`src/rtl/target_pkg.sv`:
```
// Shared types, constants and helpers for the target generator and other LFSR users.
package target_pkg;

    typedef enum logic {
        IDLE,
        ACTIVE
    } state_e;

    localparam int unsigned LFSR_W    = 16;
    localparam logic [LFSR_W-1:0] LFSR_MASK = 16'hB400;
    localparam int unsigned TGT_W     = 8;
    localparam int unsigned IDX_W     = 3;

    // Galois, right shift: the bit shifted out decides whether the mask is applied.
    function automatic logic [LFSR_W-1:0] lfsr_next(input logic [LFSR_W-1:0] cur);
        logic [LFSR_W-1:0] nxt;
        nxt = cur >> 1;
        if (cur[0]) begin
            nxt = nxt ^ LFSR_MASK;
        end
        return nxt;
    endfunction

    function automatic logic [TGT_W-1:0] tgt_onehot(input logic [IDX_W-1:0] idx);
        logic [TGT_W-1:0] t;
        t = TGT_W'(1) << idx;
        return t;
    endfunction

    function automatic logic [IDX_W-1:0] tgt_index(input logic [TGT_W-1:0] t);
        logic [IDX_W-1:0] idx;
        idx = '0;
        for (int i = 0; i < TGT_W; i++) begin
            if (t[i]) begin
                idx = IDX_W'(i);
            end
        end
        return idx;
    endfunction

endpackage

```
`src/rtl/lfsr16.sv`:
```
// Free-running 16-bit Galois LFSR; a zero seed is replaced by 1 so it never locks up.
module lfsr16
    import target_pkg::*;
#(
    parameter logic [15:0] SEED = 16'hACE1
) (
    input  logic        clk,
    input  logic        rst,
    output logic [15:0] q
);

    localparam logic [15:0] RST_VAL = (SEED == 16'h0000) ? 16'h0001 : SEED;

    always_ff @(posedge clk or posedge rst) begin
        if (rst) begin
            q <= RST_VAL;
        end else begin
            q <= lfsr_next(q);
        end
    end

endmodule

```
`src/rtl/target_gen.sv`:
```
// One-hot LED target generator with periodic or on-demand issue and a round counter.
// Optional TARGET_GEN_NOREPEAT_EN: consecutive targets in a run never repeat.
module target_gen
    import target_pkg::*;
#(
    parameter int unsigned PERIOD = 100_000_000,
    parameter logic [15:0] SEED   = 16'hACE1
) (
    input  logic             clk,
    input  logic             rst,
    input  logic             start,
    input  logic             advance,
    output logic             freq,
    output logic [TGT_W-1:0] random,
    output logic [7:0]       round
);

    localparam logic [31:0] RELOAD = 32'(PERIOD - 1);

    state_e            state;
    logic [31:0]       cnt;
    logic [LFSR_W-1:0] lfsr;
    logic [IDX_W-1:0]  cand_idx;
    logic [IDX_W-1:0]  act_idx;
    logic              unused_lfsr;

    lfsr16 #(
        .SEED (SEED)
    ) u_lfsr (
        .clk (clk),
        .rst (rst),
        .q   (lfsr)
    );

    assign cand_idx    = lfsr[IDX_W-1:0];
    assign unused_lfsr = ^lfsr[LFSR_W-1:IDX_W];

    // Index used for issues while already running; the first issue after IDLE uses cand_idx.
`ifdef TARGET_GEN_NOREPEAT_EN
    always_comb begin
        act_idx = cand_idx;
        if (cand_idx == tgt_index(random)) begin
            act_idx = cand_idx + 1'b1;
        end
    end
`else
    always_comb begin
        act_idx = cand_idx;
    end
`endif

    always_ff @(posedge clk or posedge rst) begin
        if (rst) begin
            state  <= IDLE;
            cnt    <= '0;
            freq   <= 1'b0;
            random <= '0;
            round  <= '0;
        end else begin
            unique case (state)
                IDLE: begin
                    freq   <= 1'b0;
                    random <= '0;
                    if (start) begin
                        state  <= ACTIVE;
                        random <= tgt_onehot(cand_idx);
                        freq   <= 1'b1;
                        cnt    <= RELOAD;
                        round  <= 8'd1;
                    end
                end
                ACTIVE: begin
                    if (!start) begin
                        state  <= IDLE;
                        random <= '0;
                        freq   <= 1'b0;
                    end else if ((cnt == 32'd0) || advance) begin
                        random <= tgt_onehot(act_idx);
                        freq   <= 1'b1;
                        cnt    <= RELOAD;
                        if (round != 8'hFF) begin
                            round <= round + 8'd1;
                        end
                    end else begin
                        cnt  <= cnt - 32'd1;
                        freq <= 1'b0;
                    end
                end
                default: begin
                    state <= IDLE;
                end
            endcase
        end
    end

endmodule

```
`config.mk`:
```
export PLATFORM = sky130hd
export DESIGN_NAME = target_gen
export DESIGN_NICKNAME = d
export VERILOG_FILES = /design/src/rtl/target_pkg.sv /design/src/rtl/lfsr16.sv /design/src/rtl/target_gen.sv
export SDC_FILE = /design/constraint.sdc
export NUM_CORES = 1
export LEC_CHECK = 0
export BUFFER_PORTS_ARGS = -buffer_cell sky130_fd_sc_hd__clkbuf_2
export CORE_ASPECT_RATIO = 0.7
export CORE_MARGIN = 2
export CORE_UTILIZATION = 60
export CTS_BUF_LIST = sky130_fd_sc_hd__clkbuf_4 sky130_fd_sc_hd__clkbuf_8
export DETAILED_ROUTE_END_ITERATION = 10
export HOLD_SLACK_MARGIN = 0.02
export PLACE_DENSITY_LB_ADDON = 0.12
export SLEW_MARGIN = 20
export SYNTH_ARGS = -nofsm -noshare
export SYNTH_HDL_FRONTEND = slang
export SYNTH_HIERARCHICAL = 1
export SYNTH_SLANG_ARGS = --single-unit
```
`constraint.sdc`:
```
create_clock -name clk -period 2.42 [get_ports clk]
set_input_delay 0.484 -clock clk [delete_from_list [all_inputs] [get_ports clk]]
set_output_delay 0.484 -clock clk [all_outputs]
set_load 0.1 [all_outputs]
```
* After elaboration in Yosys (flattened, before gate mapping)
Cells that the tools add are included.
** Word-level totals
- Flip-flop bits (word level) :: 66
- Bits in latches :: 0
- Memory bits (writable) :: 0
- Memory bits (read-only) :: 0
- Input bits :: 4
- Output and inout bits :: 17
- Word-level logic and storage cells :: 39
- Memories kept :: 0
** Cells by class
- Add/sub/neg operators :: 2
- $mul :: 0
- Div/mod/pow operators :: 0
- $lt $le $gt $ge :: 0
- Eq/ne operators :: 6
- Shift operators :: 1
- Multiplexer cells :: 18
- Bitwise logic cells :: 2
- Reduce and logical (&&, ||, !) cells :: 4
** Operators by type and width (count)
- 32-bit 2-to-1 mux :: 3
- 32-bit case mux with 2 select lines :: 1
- 8-bit 2-to-1 mux :: 7
- 32-bit zero test :: 1
- 8-bit case mux with 2 select lines :: 2
- 32-bit by 1-bit subtractor with 32-bit output, second input constant :: 1
- 16-bit 2-to-1 mux :: 1
- 8-bit by 1-bit adder with 8-bit output, second input constant :: 1
- 8-bit != test, second input constant :: 1
- 1-bit by 3-bit << shifter with 8-bit output, first input constant :: 1
- 2-bit by 1-bit != test with 1-bit output, second input constant :: 2
- 2-bit != test, second input constant :: 2
- 3-bit inverter with 4-bit output :: 1
- 4-bit AND reduction :: 1
- 1-bit 2-to-1 mux :: 3
- 3-bit by 2-bit != test with 1-bit output, second input constant :: 1
- 1-bit case mux with 2 select lines :: 1
- 2-bit AND reduction :: 1
- 1-bit logical OR :: 1
- 1-bit inverter :: 1

* Logic depth before layout (Yosys ltp)
- Depth in word-level cells :: 5
- Mapped depth :: 9
- Gate-level depth less buffers :: 8

* Cells and area by module
The synthesis kept the hierarchy.
** By module, submodules not included
- target_gen :: instances 1, cells each 241, area an instance 2423.6 um2, sequential area each 1251.2 um2
- lfsr16 :: instances 1, cells each 20, area an instance 440.4 um2, sequential area each 410.4 um2

* Least setup slack after synthesis
No wires, ideal clock.
- Path type :: register to register
- From :: register round[0]
- To :: register round[5]
- Data arrival time :: 2.256 ns
- Required time :: 2.343 ns
- Setup slack :: 0.086 ns
- Cell stages (with the launch flop) :: 7
- Path buffers :: 0
- Period minus slack after synthesis :: 2.334 ns
- Cell sequence :: dfrtp_1 ha_1 nand3_1 nor3_1 nand4b_1 or4_1 a21oi_1
** Between the ends
- Longest elaborated chain between the ends :: 5
** RTL lines
- start: declaration :: line target_gen.sv:15 : output logic [7:0] round
- start signal: assignment :: line target_gen.sv:82 : round <= round + 8'd1;
- 8-bit by 1-bit adder with 8-bit output :: line target_gen.sv:82
- 8-bit 2-to-1 mux :: line target_gen.sv:81 : if (round != 8'hFF) begin
- 8-bit 2-to-1 mux :: line target_gen.sv:77 : end else if ((cnt == 32'd0) || advance) begin
- 8-bit 2-to-1 mux :: line target_gen.sv:73 : if (!start) begin
- 8-bit case mux with 2 select lines :: line target_gen.sv:60 : unique case (state)
Several ways; a longest one is shown, not always the timed one. The select of a mux whose other input is x is not followed.
A chain may end at the register's enable or synchronous reset.

* Worst setup path after layout
- From :: register cnt[19]
- To :: register round[7]
** Between the ends
- Longest elaborated chain between the ends :: 4
** RTL lines
- start: declaration :: line target_gen.sv:21 : logic [31:0] cnt;
- start signal: assignment :: line target_gen.sv:85 : cnt <= cnt - 32'd1;
- 32-bit zero test :: line target_gen.sv:77
- 1-bit logical OR :: line target_gen.sv:77
- 2-bit by 1-bit != test with 1-bit output (no source line)
- 4-bit AND reduction (no source line)
No other way between the ends.

==> summary.txt <==
Status: finished, final reports clean
Commonest cells after routing, fill and taps aside: dfrtp_1 (58), nand2_1 (28), nor2_1 (21), xnor2_1 (21), clkbuf_2 (20)
Crit end category: flip-flop
Worst EP arrival: 2.63 ns
Comb pwr share: 9.9%
DR iter-0 viols: 105
FF-to-FF setup slack: 0.05 ns
CTS Sinks: 66
Maxcap violations: 0
Synth-to-layout area growth: 15.6%
Total gr overflow: 0
Clock share of power: 37.5%
Detail Route Antenna Nets: 0
Largest net degree at the start of global routing: 51
Sequential area share after synthesis: 58.0%
Crit path time final: 2.37 ns
Vias: 2,062
Max-slew headroom: 59.8%
First-pass GRT wire length: 9.11 mm
Final Skew: 0.00657 ns
Drt pass-1 iters: 4
Share of layout cells above drive strength 1: 23.4%
Antenna Cells: 0
Commonest non-fill, non-tap cell in the layout: dfrtp_1
Flop pwr share: 52.6%
Post-synth EDFFs: 0
Nets@finish: 305
WL/cell: 15.1 um
Number of core rows: 20
Internal Pwr Total: 1590 uW
Post-route DRC: 0
Core ar.: 4450 um2
Drt total wl: 5.43 mm
Synthesis-stage register bit count: 66
Area share of the leading cell type in the synthesized netlist: 50.7%
Die span in y: 61.8 um
Leak: 0.00140 uW
Final hold viol count: 0
Final setup viols: 0
Syn nets: 267
Vias per inst: 5.74
Fin crit share: 97.9%
Max IR drop VDD: 0.000517 V
RSZ-0062 raised after global routing: true
Switching Share: 26.6%
Hold WC Path Type: primary input to asynchronous set/reset pin
Later-pin clock latency in the skew report: 0.34 ns
Starting Density: 64.3%
Vias in the first global route: 1,949
Fraction of registers with async set/reset: 100%
Total die area: 5350 um2
Setup Crit Path Kind: flip-flop to flip-flop
CP Launch Type: flip-flop
Worst r2r path cells: 5
Fin util: 74.3%
Mapped Area: 2860 um2
Cts bufs inserted: 9
Top post-synthesis cells by area: dfrtp_1 (51%), dfstp_2 (7.3%), xnor2_1 (6.4%)
DPL Wire Length: 3.70 mm
IO buf count: 20
Post-CTS setup buffers: 0
Yosys top cell by area: dfrtp_1
IO Count: 21
Distinct cell type count after synthesis: 43
Clock buffer depth: 2
Synthesis Warnings: 6
Root buffer cell: clkbuf_8
CP Max Fanout: 17
Gr usage total: 23.1%
R2R Path End: round[7]$_DFFE_PP0P_
Filler instances: 314
CTS clk-pin slew, worst paths: 0.07 ns
TritonCTS clock tree: yes
Syn avg cell area: 11.0 um2
RePlAce Congestion: 0.735
H-tree depth: 3
Setup TNS Final: 0 ns
Pwr dens: 655 nW/um2
Worst r2r src: cnt[19]$_DFFE_PP0P_
Worst-margin pin slew: 0.602 ns
CP required: 2.68 ns
Slew Limit Fails: 0
Top FF cell, synth: dfrtp_1
Cells after synthesis: 261
Antenna violations before repair: 0
Die W: 86.6 um
Net switching power figure: 577 uW
F_max: 422 MHz
==> cells in the mapped netlist, types with 3 or more instances <==
cell type  instances
or4_1              3
a21oi_1            7
xnor2_1           21
nor3_1            15
nand4_1            4
nand2_1           28
o31ai_1            4
dfstp_2            8
nand3_1            6
a32o_1             4
nor4_1            11
dfrtp_1           58
o21ai_0            9
xor2_1             7
inv_1              8
nor2_1            22
clkbuf_1           3
buf_2              4
or3_1              8
==> flip-flops by register name, summed over array words and instances (netlist names) <==
register	cells
random	8
state	1
round	8
u_lfsr/q	16
cnt	32
freq	1
==> power groups by stage <==
| stage | Clock, uW | Combinational, uW | Sequential (uW) |
|---|---|---|---|
| after floorplan | 0 | 65.9 | 1260 |
| after global placement | 0 | 210 | 1160 |
| after detailed placement | 0 | 213 | 1160 |
| after CTS | 836 | 216 | 1140 |
| after global routing | 879 | 229 | 1140 |
| final | 813 | 215 | 1140 |
==> critical path, cell delays in order (launching register included) <==
cell,delay [ns]
dfrtp_1,0.38
or4_4,0.56
nand4b_4,0.21
o31a_4,0.46
or4_1,0.52
a21oi_1,0.17
==> repair_timing <==
item | in CTS | in global routing
gates resized for setup | 2 | 2
hold buffers | 0 | 0
setup endpoints to repair | 6 | 7
endpoints found under the hold margin | 0 | 0
pin swaps | 0 | 0
==> worst max path at each step <==
stage	from	endpoint	depth (start not counted)
floorplan	round[0]$_DFFE_PP0P_	round[5]$_DFFE_PP0P_	6
global placement	start	random[7]$_DFFE_PP0P_	7
detailed placement	start	random[7]$_DFFE_PP0P_	7
CTS	cnt[19]$_DFFE_PP0P_	random[1]$_DFFE_PP0P_	6
global route	cnt[19]$_DFFE_PP0P_	round[6]$_DFFE_PP0P_	5
finish	cnt[19]$_DFFE_PP0P_	round[7]$_DFFE_PP0P_	5
==> per-stage QoR <==
step / hold WS [ns] / instances / power [uW] / setup WS, ns / cell area, um2
after global placement: 0.334 / 343 / 1370 / 0.0279 / 3120
after global routing: 0.193 / 359 / 2250 / -0.0191 / 3310
after floorplan: 0.331 / 261 / 1320 / 0.0861 / 2860
after CTS: 0.177 / 359 / 2190 / 0.0195 / 3300
final: 0.174 / 359 / 2170 / 0.0513 / 3310
after detailed placement: 0.342 / 343 / 1370 / -0.0603 / 3120
==> area by class of cell <==
| type | count | area [um2] | share of cell area [%] |
|---|---|---|---|
| Sequential cell | 66 | 1660 | 50.2 |
| Multi-Input combinational cell | 178 | 1140 | 34.6 |
| Timing Repair Buffer | 35 | 225 | 6.80 |
| Clock buffer | 13 | 160 | 4.84 |
| Tap cell | 55 | 68.8 | 2.08 |
| Inverter | 9 | 35.0 | 1.06 |
| Clock inverter | 3 | 15.0 | 0.454 |
==> cell families (layout without fill, tap and decap cells) <==
kind of cell / after synthesis / in the layout / synth area share, %
xor+xnor: 28 / 28 / 8.56
fa+ha+maj: 2 / 2 / 0.874
flops: 66 / 66 / 58.0
compound gates: 33 / 33 / 7.95
buf+inv: 17 / 60 / 2.40
simple gates: 115 / 115 / 22.2
==> per-layer routing <==
layer,wire length (um),global-route usage [%],vias up
met5,0,0,-
met4,63,7.81,0
met3,242,7.53,8
met2,2450,35.5,41
met1,2680,31.6,1015
li1,-,-,998
Power figures use the tool's default switching activity.
